==> src/rtl/fifo_uart_tx.sv <==
// Pops WIDTH-bit words from a FIFO and sends them as WIDTH/8 UART frames, low byte first.
// Define UART_TX_PARITY_EN to add an even-parity bit between the data bits and the stop bit.
module fifo_uart_tx #(
  parameter int WIDTH        = 16,
  parameter int CLKS_PER_BIT = 16
) (
  input  logic             clk,
  input  logic             reset_n,
  input  logic             enable,
  input  logic             fifo_empty,
  input  logic [WIDTH-1:0] fifo_rdata,
  output logic             fifo_rd_en,
  output logic             tx,
  output logic             busy,
  output logic             tx_done
);

  localparam int NBYTES = WIDTH / 8;
  localparam int BAUD_W = $clog2(CLKS_PER_BIT);
  localparam int BYTE_W = (NBYTES > 1) ? $clog2(NBYTES) : 1;
  localparam logic [BAUD_W-1:0] BAUD_LAST = BAUD_W'(CLKS_PER_BIT - 1);
  localparam logic [BAUD_W-1:0] BAUD_PRE  = BAUD_W'(CLKS_PER_BIT - 2);
  localparam logic [BYTE_W-1:0] BYTE_LAST = BYTE_W'(NBYTES - 1);

  typedef enum logic [2:0] {
    ST_IDLE,
    ST_START,
    ST_DATA,
`ifdef UART_TX_PARITY_EN
    ST_PARITY,
`endif
    ST_STOP
  } state_t;

  state_t            state_q;
  logic [BAUD_W-1:0] baud_q;
  logic [2:0]        bit_q;
  logic [BYTE_W-1:0] byte_q;
  logic [WIDTH-1:0]  shift_q;
  logic              tx_q;
  logic              done_q;
`ifdef UART_TX_PARITY_EN
  logic              parity_q;
`endif

  logic baud_tc;
  logic byte_last;

  assign baud_tc   = (baud_q == BAUD_LAST);
  assign byte_last = (byte_q == BYTE_LAST);

  // Combinational so the word is captured on the same edge that advances the FIFO.
  assign fifo_rd_en = reset_n & (state_q == ST_IDLE) & enable & ~fifo_empty;
  assign busy       = (state_q != ST_IDLE);
  assign tx         = tx_q;
  assign tx_done    = done_q;

  always_ff @(posedge clk or negedge reset_n) begin
    if (!reset_n) begin
      state_q  <= ST_IDLE;
      baud_q   <= '0;
      bit_q    <= '0;
      byte_q   <= '0;
      shift_q  <= '0;
      tx_q     <= 1'b1;
      done_q   <= 1'b0;
`ifdef UART_TX_PARITY_EN
      parity_q <= 1'b0;
`endif
    end else begin
      done_q <= 1'b0;
      case (state_q)
        ST_IDLE: begin
          tx_q <= 1'b1;
          if (fifo_rd_en) begin
            shift_q <= fifo_rdata;
            byte_q  <= '0;
            baud_q  <= '0;
            bit_q   <= '0;
            tx_q    <= 1'b0;
            state_q <= ST_START;
          end
        end
        ST_START: begin
          if (baud_tc) begin
            baud_q  <= '0;
            bit_q   <= '0;
            tx_q    <= shift_q[0];
`ifdef UART_TX_PARITY_EN
            parity_q <= ^shift_q[7:0];
`endif
            state_q <= ST_DATA;
          end else begin
            baud_q <= baud_q + BAUD_W'(1);
          end
        end
        ST_DATA: begin
          if (baud_tc) begin
            baud_q  <= '0;
            // Shifting after the 8th bit also leaves the next byte's LSB at bit 0.
            shift_q <= shift_q >> 1;
            if (bit_q == 3'd7) begin
`ifdef UART_TX_PARITY_EN
              tx_q    <= parity_q;
              state_q <= ST_PARITY;
`else
              tx_q    <= 1'b1;
              state_q <= ST_STOP;
`endif
            end else begin
              bit_q <= bit_q + 3'd1;
              tx_q  <= shift_q[1];
            end
          end else begin
            baud_q <= baud_q + BAUD_W'(1);
          end
        end
`ifdef UART_TX_PARITY_EN
        ST_PARITY: begin
          if (baud_tc) begin
            baud_q  <= '0;
            tx_q    <= 1'b1;
            state_q <= ST_STOP;
          end else begin
            baud_q <= baud_q + BAUD_W'(1);
          end
        end
`endif
        ST_STOP: begin
          if (baud_tc) begin
            baud_q <= '0;
            if (byte_last) begin
              tx_q    <= 1'b1;
              state_q <= ST_IDLE;
            end else begin
              byte_q  <= byte_q + BYTE_W'(1);
              tx_q    <= 1'b0;
              state_q <= ST_START;
            end
          end else begin
            baud_q <= baud_q + BAUD_W'(1);
            // Raised one cycle early so the pulse lands in the final stop-bit cycle.
            if (byte_last && (baud_q == BAUD_PRE)) begin
              done_q <= 1'b1;
            end
          end
        end
        default: state_q <= ST_IDLE;
      endcase
    end
  end

endmodule

==> config.mk <==
export PLATFORM = sky130hd
export DESIGN_NAME = fifo_uart_tx
export DESIGN_NICKNAME = d
export VERILOG_FILES = /design/src/rtl/fifo_uart_tx.sv
export SDC_FILE = /design/constraint.sdc
export NUM_CORES = 1
export LEC_CHECK = 0
export ABC_AREA = 1
export CORE_MARGIN = 4
export CORE_UTILIZATION = 53
export DETAILED_ROUTE_END_ITERATION = 8
export PLACE_DENSITY = 0.84
export SLEW_MARGIN = 20
export SYNTH_ARGS = -nofsm -noshare
export SYNTH_HDL_FRONTEND = slang
export SYNTH_SLANG_ARGS = --single-unit
==> constraint.sdc <==
create_clock -name clk -period 2.1 [get_ports clk]
set_clock_uncertainty 0.05 [all_clocks]
set_input_delay 0.42 -clock clk [delete_from_list [all_inputs] [get_ports clk]]
set_output_delay 0.42 -clock clk [all_outputs]
set_load 0.05 [all_outputs]
==> results of run 1 <==
-- stage by stage --
stage               power [mW]  hold slack, ns
global placement          2.51           0.416
CTS                       2.82           0.456
finish                    2.82           0.453
global route              3.08           0.478
detailed placement        2.60           0.425
floorplan                 2.26          0.0744
-- repair_timing --
action	CTS	global route
gates resized for setup	0	1
setup buffers	0	1
endpoints found under the setup margin	0	1
-- cells in the final DEF, fill, tap and decap left out, drive strengths merged --
cell,synthesis,layout
clkdlybuf4s50,0,20
nand4,4,4
nor3,1,1
a21oi,4,4
dfrtp,27,27
clkbuf,0,4
mux2i,14,14
nand2,49,49
o21ai,26,26
a21boi,1,1
nor2,7,7
nand3,8,8
inv,15,15
buf,5,8
dfstp,1,1
ha,9,9
or2,2,2
-- registers in the layout, indices dropped and copies added, names as in the netlist --
register   cells
byte_last      1
state_q        2
tx_done        1
bit_q          3
tx             1
baud_q         4
shift_q       16
-- metal layers --
layer | part of all wire, % | GRT usage [%] | vias to the layer above
li1 | - | - | 625
met1 | 42 | 17.4 | 570
met2 | 53 | 31.4 | 30
met3 | 4.4 | 3.91 | 5
met4 | 0.94 | 6.06 | 0
met5 | 0 | 0 | -
-- final timing paths --
path                                           end  cells after the start
max in group asynchronous           tx$_DFFE_PN1P_                      2
hold / removal             shift_q[13]$_DFFE_PN0P_                      2
setup reg to reg                    tx$_DFFE_PN1P_                      9
min in group asynchronous        tx_done$_DFF_PN0_                      2
setup / recovery                        fifo_rd_en                      5
hold reg to reg            shift_q[13]$_DFFE_PN0P_                      2
-- power breakdown --
| part | internal [mW] | total, mW | switching (mW) | leakage [nW] |
|---|---|---|---|---|
| logic | 0.669 | 1.65 | 0.979 | 0.551 |
| registers | 0.790 | 0.945 | 0.155 | 0.354 |
| clock network | 0.0743 | 0.225 | 0.151 | 0.0150 |
-- kinds of logic (layout without fill, tap and decap cells) --
| family | count (synthesis) | count (layout) | synth area share [%] |
|---|---|---|---|
| and+or+nand+nor | 71 | 71 | 19.3 |
| AOI/OAI and AO/OA | 31 | 31 | 14.5 |
| DFF | 28 | 28 | 43.7 |
| buffers and inverters | 20 | 47 | 6.78 |
| muxes | 14 | 14 | 8.72 |
| adders and majority gates | 9 | 9 | 7.01 |
-- tightest hold or removal path, cell delays in order, from the launching register on --
cell and delay [ns]:
dfrtp_1 0.37, nand2_1 0.07, o21ai_2 0.05
-- final cells by class --
type	count	area [um^2]	share of cell area [%]
sequential	28	702	36.6
inverter	15	56.3	2.93
tap	31	38.8	2.02
timing repair buffer	28	298	15.5
clock buffer	4	26.3	1.37
multi-input combinational	125	798	41.6
==> impl_metrics.env, run 1 <==
export IMPL_status="complete, no violations"
export IMPL_fin_setup_tns_ns=0
export IMPL_hpwlAfterDp_um=2330
export IMPL_grt_pass1_vias=1351
export IMPL_grt_max_degree=33
export IMPL_fin_cells=231
export IMPL_cts_buffer_depth=2
export IMPL_period_share_pct=94.0
export IMPL_clk_latency_ns=0.32
export IMPL_coreArea_mm2=0.00283
export IMPL_grt_usage_pct=16.5
export IMPL_p_per_area_mw_per_mm2=1470
export IMPL_cts_tree="yes"
export IMPL_avgSynthCellArea_um2=9.29
export IMPL_fin_nets=230
export IMPL_rsz0062_at_grt="no"
export IMPL_drtIter0Drc=47
export IMPL_clkTransAtPathRegs_ns=0.15
export IMPL_path_class="reg -> out"
export IMPL_dieArea_mm2=0.00398
export IMPL_netlist_top_cells_area="dfrtp_1, nand2_1, o21ai_2"
export IMPL_numCtsBuffers=3
export IMPL_yosys_register_bits=28
export IMPL_reg2reg_slack_ns=0.34
export IMPL_cp_arrival_ns=1.50
export IMPL_required_ns=1.63
export IMPL_wl_per_cell_um=12.9
export IMPL_antenna_left=0
export IMPL_rr_startpoint="state_q[0]$_DFFE_PN0P_"
export IMPL_synth_nets=202
export IMPL_die_width_um=63.1
export IMPL_irDropWorstVdd_v=0.000639
export IMPL_maxSlewHeadroom_pct=67.1
export IMPL_cap_violations=0
export IMPL_vias=1230
export IMPL_start_util_pct=56.8
export IMPL_synthFlopType="dfrtp_1"
export IMPL_num_antenna_cells=0
export IMPL_synth_area_mm2=0.00161
export IMPL_nFillCells=225
export IMPL_htree_levels=1
export IMPL_area_growth_pct=19.5
export IMPL_worstSetupStartpoint="state_q[0]$_DFFE_PN0P_"
export IMPL_grt_pass1_wl_um=5350
export IMPL_worst_pin_slew_ns=0.492
export IMPL_grt_ovfl_total=0
export IMPL_cp_cell_sequence="inv_1 -> ha_2 -> nand4_1 -> inv_1 -> buf_12"
export IMPL_final_hold_viol_count=0
export IMPL_crit_slowest_cell="dfrtp_1"
export IMPL_io_pins=24
export IMPL_setup_viol=0
export IMPL_hold_path_class="reg -> reg"
export IMPL_yosysUniqueCellTypes=20
export IMPL_postSynth_asyncResetShare_pct=100
export IMPL_routabilityCongestion=0.877
export IMPL_clockRootBuffer="clkbuf_4"
export IMPL_port_buffers=23
export IMPL_start_kind="flop"
export IMPL_syn_inst=173
export IMPL_period_needed_ns=1.97
export IMPL_fp_row_count=19
export IMPL_synth_edff_count=0
export IMPL_ys_warn_count=0
export IMPL_yosysTopAreaCell="dfrtp_1"
export IMPL_crit_top_cell="inv_1"
export IMPL_viasPerCell=5.32
export IMPL_p_leak_nw=0.921
export IMPL_crit_buf_inv=3
export IMPL_drtPass1Iterations=4
export IMPL_slew_viol_final=0
export IMPL_critPathTopFamily="flip-flops"
export IMPL_synth_most_common_cell="nand2_1"
export IMPL_yosysTopAreaCellShare_pct=42.1
export IMPL_utilization_pct=67.8
export IMPL_die_y_um=63.1
export IMPL_clock_sinks=28
export IMPL_hold_path_startpoint="shift_q[13]$_DFFE_PN0P_"
export IMPL_crit_fanout=4
export IMPL_dp_cells=226
export IMPL_cts_hold_buf=0
export IMPL_layout_setup_ws_ns=0.127
export IMPL_cpPeakStageDelay_ns=0.44
export IMPL_place_area_mm2=0.00188
export IMPL_max_freq_mhz=507
export IMPL_ys_seq_area_share_pct=43.7
export IMPL_drc=0
export IMPL_place_ws_ns=0.214
export IMPL_endpoint_kind="output port"
export IMPL_synth_common_cells="nand2_1, dfrtp_1, o21ai_2, inv_1, mux2i_1"
export IMPL_design_area_mm2=0.00192
export IMPL_wl_um=2980
export IMPL_antenna_found_initial=0
export IMPL_drive_above_1_share_pct=17.5
Power figures use the tool's default switching activity.
==> run 2: changes to the inputs <==
--- a/config.mk
+++ b/config.mk
@@ -9,6 +9,7 @@
 export CORE_MARGIN = 4
 export CORE_UTILIZATION = 53
 export DETAILED_ROUTE_END_ITERATION = 8
+export GPL_TIMING_DRIVEN = 0
 export PLACE_DENSITY = 0.84
 export SLEW_MARGIN = 20
 export SYNTH_ARGS = -nofsm -noshare
==> constraint.sdc (replaced) <==
create_clock -name clk -period 2.1 [get_ports clk]
set_clock_uncertainty 0.05 [all_clocks]
set_input_delay 0.21 -clock clk [delete_from_list [all_inputs] [get_ports clk]]
set_output_delay 0.21 -clock clk [all_outputs]
set_load 0.01 [all_outputs]
==> run 2 against run 1 <==
Net effect:
- die area did not move
- cell count rose by 2.2%
- global-route usage is 0.74 points higher
- flip-flop and latch count stayed put
- cell area up 2.2%
- via count rose by 3.5%
- register-to-register slack improved by 0.09 ns
- clock power about the same
- critical endpoint unchanged
- largest power group unchanged
- highest routed layer unchanged
==> impl_metrics.env, run 2 (synthesis results as in run 1) <==
export IMPL_die_width_um=63.1
export IMPL_final_cell_mix="nand2_1, dfrtp_1, clkdlybuf4s50_1, o21ai_2"
export IMPL_worst_pin_slew_ns=0.286
export IMPL_viasPerCell=5.39
export IMPL_cts_buffer_depth=2
export IMPL_clockRootBuffer="clkbuf_4"
export IMPL_slew_viol_final=0
export IMPL_status="complete, no violations"
export IMPL_area_growth_pct=22.1
export IMPL_crit_fanout=4
export IMPL_setup_viol=0
export IMPL_irDropWorstVdd_v=0.000832
export IMPL_htree_levels=1
export IMPL_endpoint_kind="output port"
export IMPL_start_kind="flop"
export IMPL_fp_row_count=19
export IMPL_cts_tree="yes"
export IMPL_final_hold_viol_count=0
export IMPL_required_ns=1.84
export IMPL_drtIter0Drc=35
export IMPL_largest_reg_flops=16
export IMPL_wl_um=3190
export IMPL_nFillCells=231
export IMPL_maxSlewHeadroom_pct=80.9
export IMPL_top_register="shift_q"
export IMPL_cp_arrival_ns=1.75
export IMPL_start_util_pct=56.8
export IMPL_port_buffers=23
export IMPL_final_common_cell="nand2_1"
export IMPL_hold_path_class="in -> async"
export IMPL_crit_slowest_cell="clkdlybuf4s50_1"
export IMPL_whs_ns=0.344
export IMPL_max_freq_mhz=497
export IMPL_p_per_area_mw_per_mm2=1450
export IMPL_regArea_um2=702
export IMPL_coreArea_mm2=0.00283
export IMPL_grt_usage_pct=17.2
export IMPL_antenna_left=0
export IMPL_antenna_found_initial=0
export IMPL_wl_per_cell_um=13.5
export IMPL_grt_ovfl_total=0
export IMPL_numCtsBuffers=3
export IMPL_die_y_um=63.1
export IMPL_clkTransAtPathRegs_ns=0.15
export IMPL_clock_sinks=28
export IMPL_drc=0
export IMPL_multi_input_area_um2=808
export IMPL_period_share_pct=95.9
export IMPL_vias=1273
export IMPL_cpPeakStageDelay_ns=0.53
export IMPL_drtPass1Iterations=4
export IMPL_num_antenna_cells=0
export IMPL_fin_nets=235
export IMPL_dieArea_mm2=0.00398
export IMPL_routabilityCongestion=0.863
export IMPL_cap_violations=0
export IMPL_io_pins=24
export IMPL_grt_pass1_wl_um=5510
export IMPL_grt_max_degree=28
export IMPL_utilization_pct=69.3
export IMPL_clk_latency_ns=0.32
export IMPL_path_class="reg -> out"
export IMPL_reg_largest_list="shift_q: 16 flops, baud_q: 4 flops, bit_q: 3 flops"
export IMPL_hpwlAfterDp_um=2390
export IMPL_period_needed_ns=2.01
export IMPL_crit_top_cell="inv_1"
export IMPL_grt_pass1_vias=1296
export IMPL_p_leak_nw=0.938
export IMPL_drive_above_1_share_pct=18.5
export IMPL_cp_cell_sequence="inv_1 -> ha_4 -> nand4_1 -> inv_1 -> clkdlybuf4s50_1"
-- run 2: cell type report --
type                            instances  share of cell area (%)
Multi-Input combinational cell        125                    41.2
Buffer                                  5                    2.68
Clock buffer                            4                    1.34
Inverter                               15                    2.87
Sequential cell                        28                    35.8
Timing Repair Buffer                   28                    14.2
Tap cell                               31                    1.98
-- run 2: critical path, delay by kind of cell, from the launching register on --
kind / cells / cell delay, ns
flip-flops: 1 / 0.41
AND/OR/NAND/NOR: 1 / 0.12
adder cells (fa/ha/maj): 1 / 0.18
buffers and inverters: 3 / 0.73
-- run 2: layer usage --
layer  vias to the layer above  GRT usage [%]  wire (um)
met4                         0           6.89         58
met2                        34           32.3       1640
met1                       595           19.2       1380
li1                        638              -          -
met5                         -              0          0
met3                         6           2.84        111
-- run 2: timing repair --
item / 4_1_cts / 5_1_grt
endpoints found under the hold margin: 27 / 0
pin swaps: 1 / 0
gates resized for setup: 1 / 2
setup endpoints to repair: 1 / 1
hold buffers: 2 / 0
buffers inserted: 3 / 0
-- run 2: path summary, 6_finish.rpt --
path,start,slack [ns],cells after the start,to
worst max-delay path,state_q[1]$_DFFE_PN0P_,0.09,5,fifo_rd_en
worst min-delay path,reset_n,0.34,3,baud_q[2]$_DFFE_PN0P_
worst max register to register,state_q[0]$_DFFE_PN0P_,0.43,6,shift_q[14]$_DFFE_PN0P_
worst min register to register,shift_q[15]$_DFFE_PN0P_,0.45,2,shift_q[15]$_DFFE_PN0P_
max in group asynchronous,reset_n,1.49,3,shift_q[1]$_DFFE_PN0P_
min in group clk,fifo_rdata[15],0.40,3,shift_q[15]$_DFFE_PN0P_
-- run 2: stage by stage --
stage | setup TNS, ns | cell area, um^2 | total power [mW] | worst slack (ns) | std cells
6_report | 0 | 1960 | 2.84 | 0.0864 | 236
5_1_grt | -0.0128 | 1960 | 3.11 | -0.0128 | 236
4_1_cts | 0 | 1950 | 2.83 | 0.0534 | 236
3_5_place_dp | 0 | 1870 | 2.57 | 0.0689 | 227
3_3_place_gp | -17.02 | 1880 | 2.47 | -0.846 | 227
2_1_floorplan | 0 | 1610 | 2.18 | 0.593 | 173
-- run 2: power breakdown --
group | internal (mW) | switching (mW) | total [mW]
clock network | 0.0743 | 0.152 | 0.226
registers | 0.790 | 0.150 | 0.940
logic | 0.719 | 0.954 | 1.67
